===== src/rtl/xaui_link_recovery_pkg.sv =====
// +--------------------------------------------------------------------------+
// | xaui_link_recovery_pkg : shared types and constants for link recovery    |
// | Revision 1.0                                                             |
// +--------------------------------------------------------------------------+
`default_nettype none

package xaui_link_recovery_pkg;

  typedef enum logic [2:0] {
    ST_LOOK    = 3'd0,
    ST_RX_RST  = 3'd1,
    ST_RX_WAIT = 3'd2,
    ST_TX_RST  = 3'd3,
    ST_TX_WAIT = 3'd4
  } state_e;

  localparam int DEF_N_LANES        = 4;
  localparam int DEF_SW             = 5;
  localparam int DEF_WAIT_BITS      = 24;
  localparam int DEF_STRETCH        = 15;
  localparam int DEF_MAX_RX_RETRIES = 3;

  localparam int REC_W     = 16;
  localparam int ESC_W     = 8;
  localparam int STRETCH_W = 8;

endpackage

`default_nettype wire


===== src/rtl/xaui_link_recovery.sv =====
// +--------------------------------------------------------------------------+
// | xaui_link_recovery : XAUI MGT reset sequencer with RX->TX escalation     |
// | Revision 1.0                                                             |
// +--------------------------------------------------------------------------+
`default_nettype none

module xaui_link_recovery
  import xaui_link_recovery_pkg::*;
#(
  parameter int N_LANES        = DEF_N_LANES,
  parameter int SW             = DEF_SW,
  parameter int WAIT_BITS      = DEF_WAIT_BITS,
  parameter int STRETCH        = DEF_STRETCH,
  parameter int MAX_RX_RETRIES = DEF_MAX_RX_RETRIES
) (
  input  logic               xaui_clk,
  input  logic               reset,
  input  logic               enable,
  input  logic               force_reset,
  input  logic [SW-1:0]      link_ok,
  input  logic [N_LANES-1:0] lane_sync,
  output logic [N_LANES-1:0] mgt_rx_reset,
  output logic [N_LANES-1:0] mgt_tx_reset,
  output logic               status_clear,
  output logic               link_up,
  output logic [REC_W-1:0]   recoveries,
  output logic [ESC_W-1:0]   escalations
);

  localparam int CW = (WAIT_BITS > STRETCH_W) ? WAIT_BITS : STRETCH_W;
  localparam int AW = $clog2(MAX_RX_RETRIES + 1);

  localparam logic [CW-1:0] STRETCH_LOAD = CW'(STRETCH);
  localparam logic [CW-1:0] WAIT_LOAD    = CW'((64'd1 << WAIT_BITS) - 64'd1);
  localparam logic [AW-1:0] ATT_MAX      = AW'(MAX_RX_RETRIES);

  state_e             state_q, state_d;
  logic [CW-1:0]      cnt_q, cnt_d;
  logic [N_LANES-1:0] mask_q, mask_d;
  logic [AW-1:0]      att_q, att_d;
  logic [REC_W-1:0]   rec_q, rec_d;
  logic [ESC_W-1:0]   esc_q, esc_d;
  logic [N_LANES-1:0] rx_q, rx_d;
  logic [N_LANES-1:0] tx_q, tx_d;
  logic               link_up_q, link_up_d;

  logic               fault;
  logic [N_LANES-1:0] lost_lanes;
  logic [N_LANES-1:0] new_mask;
  logic               cnt_done;

  assign fault      = (link_ok != {SW{1'b1}}) || force_reset;
  assign lost_lanes = ~lane_sync;
  // A link fault with every lane still in sync gives no target, so hit all lanes.
  assign new_mask   = (lost_lanes == '0) ? {N_LANES{1'b1}} : lost_lanes;
  assign cnt_done   = (cnt_q <= CW'(1));

  always_comb begin
    state_d   = state_q;
    cnt_d     = cnt_q;
    mask_d    = mask_q;
    att_d     = att_q;
    rec_d     = rec_q;
    esc_d     = esc_q;
    rx_d      = '0;
    tx_d      = '0;
    link_up_d = 1'b0;

    case (state_q)
      ST_LOOK: begin
        link_up_d = !fault;
        if (enable) begin
          if (!fault) begin
            att_d = '0;
          end else if (att_q < ATT_MAX) begin
            mask_d  = new_mask;
            rx_d    = new_mask;
            cnt_d   = STRETCH_LOAD;
            att_d   = att_q + AW'(1);
            if (rec_q != {REC_W{1'b1}}) rec_d = rec_q + REC_W'(1);
            state_d = ST_RX_RST;
          end else begin
            rx_d    = {N_LANES{1'b1}};
            tx_d    = {N_LANES{1'b1}};
            cnt_d   = STRETCH_LOAD;
            att_d   = '0;
            if (esc_q != {ESC_W{1'b1}}) esc_d = esc_q + ESC_W'(1);
            state_d = ST_TX_RST;
          end
        end
      end

      // Outputs are registered from the next-state view, so they drop on the
      // same edge the counter expires.
      ST_RX_RST: begin
        cnt_d = cnt_q - CW'(1);
        if (cnt_done) begin
          cnt_d   = WAIT_LOAD;
          state_d = ST_RX_WAIT;
        end else begin
          rx_d = mask_q;
        end
      end

      ST_TX_RST: begin
        cnt_d = cnt_q - CW'(1);
        if (cnt_done) begin
          cnt_d   = WAIT_LOAD;
          state_d = ST_TX_WAIT;
        end else begin
          rx_d = {N_LANES{1'b1}};
          tx_d = {N_LANES{1'b1}};
        end
      end

      ST_RX_WAIT, ST_TX_WAIT: begin
        cnt_d = cnt_q - CW'(1);
        if (cnt_done) begin
          cnt_d   = '0;
          state_d = ST_LOOK;
        end
      end

      default: begin
        cnt_d   = '0;
        state_d = ST_LOOK;
      end
    endcase
  end

  always_ff @(posedge xaui_clk) begin
    if (reset) begin
      state_q   <= ST_LOOK;
      cnt_q     <= '0;
      mask_q    <= '0;
      att_q     <= '0;
      rec_q     <= '0;
      esc_q     <= '0;
      rx_q      <= '0;
      tx_q      <= '0;
      link_up_q <= 1'b0;
    end else begin
      state_q   <= state_d;
      cnt_q     <= cnt_d;
      mask_q    <= mask_d;
      att_q     <= att_d;
      rec_q     <= rec_d;
      esc_q     <= esc_d;
      rx_q      <= rx_d;
      tx_q      <= tx_d;
      link_up_q <= link_up_d;
    end
  end

  assign mgt_rx_reset = rx_q;
  assign mgt_tx_reset = tx_q;
  assign status_clear = |rx_q;
  assign link_up      = link_up_q;
  assign recoveries   = rec_q;
  assign escalations  = esc_q;

endmodule

`default_nettype wire


===== config.mk =====
export PLATFORM = sky130hd
export DESIGN_NAME = xaui_link_recovery
export DESIGN_NICKNAME = d
export VERILOG_FILES = /design/src/rtl/xaui_link_recovery_pkg.sv /design/src/rtl/xaui_link_recovery.sv
export SDC_FILE = /design/constraint.sdc
export NUM_CORES = 1
export LEC_CHECK = 0
export CAP_MARGIN = 0
export CORE_MARGIN = 2
export CORE_UTILIZATION = 28
export CTS_BUF_LIST = sky130_fd_sc_hd__clkbuf_16
export DETAILED_ROUTE_END_ITERATION = 8
export SLEW_MARGIN = 5
export SYNTH_ARGS = -nofsm -noshare
export SYNTH_HDL_FRONTEND = slang
export SYNTH_SLANG_ARGS = --single-unit

===== constraint.sdc =====
create_clock -name xaui_clk -period 3.3 [get_ports xaui_clk]
set_input_delay 0.66 -clock xaui_clk [delete_from_list [all_inputs] [get_ports xaui_clk]]
set_output_delay 0.66 -clock xaui_clk [all_outputs]
set_load 0.05 [all_outputs]

==> qor.yml <==
sta:
  fin_crit_sh: 0.809
  fin_hold_ws_ps: 454
  rsz0062_at_grt: "no"
  slew_viol_final: 0
  tns_ps: 0
  post-route-min-period_ps: 2670
  setup-violations-final: 0
  slew_headroom: 0.597
  max_freq_ghz: 0.374
  fin_worst_skew_ps: 6.43
  worstMarginPinSlew_ps: 598
  finalHoldViolations: 0
global_routing:
  grt_usage: 0.143
  grt_max_degree: 34
  grt_pass1_vias: 3181
  grt-ovfl-total: 0
  antenna_found_initial: 0
  grt_pass1_wl_um: 15000
floorplan:
  ios: 47
  die_w_um: 114
  core_sq_um: 12000
  rows: 40
  die_area_sq_um: 13100
  initial_core_util: 0.285
  die_h_um: 114
power_and_ir_drop:
  p_leak_uw: 0.00154
  ir_worst_vdd_mv: 0.332
  p_per_area_nw_per_um2: 984
critical_path:
  criticalPathCategory: "input pin to flop"
  r2r-end: "cnt_q[4]"
  r2r_slack_ps: 820
  required_ps: 3510
  arrival_ps: 2880
  ff2ff_path_depth: 6
  critical_path.reg2reg.startpoint: "cnt_q[12]"
  path_max_fanout: 12
  critPathCaptureType: "flop"
  start_kind: "input pin"
placed_design:
  routabilityCongestion: 0.823
  place_area_sq_um: 3970
  dp.cells: 589
  place_hpwl_um: 6140
  portBuffers: 46
logic_synthesis:
  synth_top_area_share: 0.370
  synth_seq_cells: 63
  synthFlopType: "dfxtp_1"
  syn_area_sq_um: 3400
  synth_area_leaders: "dfxtp_1 (37%), nor2_1 (4.7%), nand2_1 (4.5%), a21oi_1 (4.1%), o21ai_0 (4.0%)"
  yosysWarnings: 0
  syn-instance-count: 410
  synth_edf_count: 0
  synth.avg_cell_area_sq_um: 8.30
  netlist_top_cells_count: "dfxtp_1 (63), nor2_1 (43), nand2_1 (41), a21oi_1 (28), o21ai_0 (27)"
  yosysMostFrequentCell: "dfxtp_1"
  synthDistinctLibCells: 64
  synth_top_area_cell: "dfxtp_1"
  yosysSeqAreaShare: 0.370
  ys_async_sr_fraction: 0
  syn_nets: 428
detailed_routing:
  vias_per_cell: 5.34
  detail_route.iter0.violations: 221
  vias: 3229
  wire_per_inst_um: 14.4
  first_pass_iters: 4
  detail-route-antenna-nets: 0
  finalWirelength_um: 8680
  drc: 0
cts:
  cts_buffer_depth: 2
  h-tree-depth: 3
  path_clk_slew_ps: 50
  cts_setup_buffers: 0
  tritoncts: "done"
  hold_buffers: 0
  cts.sinks: 63
  clock_latency_ps: 340
  root_buffer: "clkbuf_16"
  cts_resized: 0
  cts_buffers: 9
final_layout:
  area_growth_syn_to_layout_pct: 26.2
  utilization: 0.359
  fin_cells: 605
  drive_above_1_share: 0.0873
  fin_nets: 471
  diodes: 0
  finalInstanceArea_sq_um: 4300
worst_hold_path:
  min_path_type: "flop to flop"
  holdPathEnd: "cnt_q[20]"
  hold_start: "cnt_q[20]"
  holdPathStages: 2
run:
  timing.max_cap.violations: 0
run_status:
  status: "finished, final reports clean"
where the power goes:
group          internal (uW)  switching, uW
combinational            731           1290
clock                    726            334
sequential               933            212
total                   2390           1840
stage by stage:
stage	setup WS, ps	power [uW]
after CTS	651	4240
after floorplan	1090	2670
after global placement	316	3120
after detailed placement	314	3150
final	629	4230
after global routing	484	4570
worst max path at each step:
stage | end | slack (ps) | startpoint | cells past startpoint
floorplan | recoveries[12] | 1090 | enable | 6
global placement | recoveries[8] | 320 | enable | 6
detailed placement | recoveries[8] | 310 | enable | 6
CTS | recoveries[8] | 650 | enable | 6
global route | recoveries[9] | 480 | enable | 7
finish | recoveries[9] | 630 | enable | 7
cells by family after synthesis:
kind of cell / count (synthesis) / share of synthesized area
compound gates: 110 / 0.209
buf+inv: 34 / 0.0566
simple gates: 177 / 0.290
xor+xnor: 17 / 0.0437
mux: 4 / 0.0118
fa+ha+maj: 5 / 0.0184
flops: 63 / 0.370
state kept, by name, summed over array words and instances (netlist names):
signal / flops
att_q: 2
cnt_q: 24
escalations: 8
link_up: 1
mask_q: 4
mgt_rx_reset: 4
mgt_tx_reset: 1
recoveries: 16
state_q: 3
cells in the final DEF, fill, tap and decap left out, types with 6 or more instances in the layout:
master            n
a21oi_1          28
a22oi_1           8
buf_4             8
clkbuf_16         9
clkdlybuf4s50_1  46
dfxtp_1          63
inv_1            15
nand2_1          41
nand3_1          15
nand4_1          10
nor2_1           43
nor3_1           19
o21ai_0          27
o22ai_1           8
or3_1            10
xnor2_1          11
xor2_1            6
critical path, stage by stage:
cell and delay, ps:
clkdlybuf4s50_1 530, or4b_4 520, a311oi_4 400, o21ai_2 250, nor3_1 290, xnor2_1 160, nor2_1 60
routing by layer:
layer | up-vias | GRT usage | share of wire
met4 | 0 | 0.0569 | 0.021
met1 | 1521 | 0.180 | 0.46
met5 | - | 0 | 0
met2 | 92 | 0.220 | 0.45
met3 | 20 | 0.0540 | 0.064
li1 | 1596 | - | -
cell type report:
type                       instances  area, sq um
fill                            1193         7660
multi-input combinational        313         1960
sequential                        63         1260
timing repair buffer              54          520
clock buffer                       9          225
tap                              147          184
clock inverter                     7          105
inverter                          12         45.0
(Power assumes the default switching activity.)
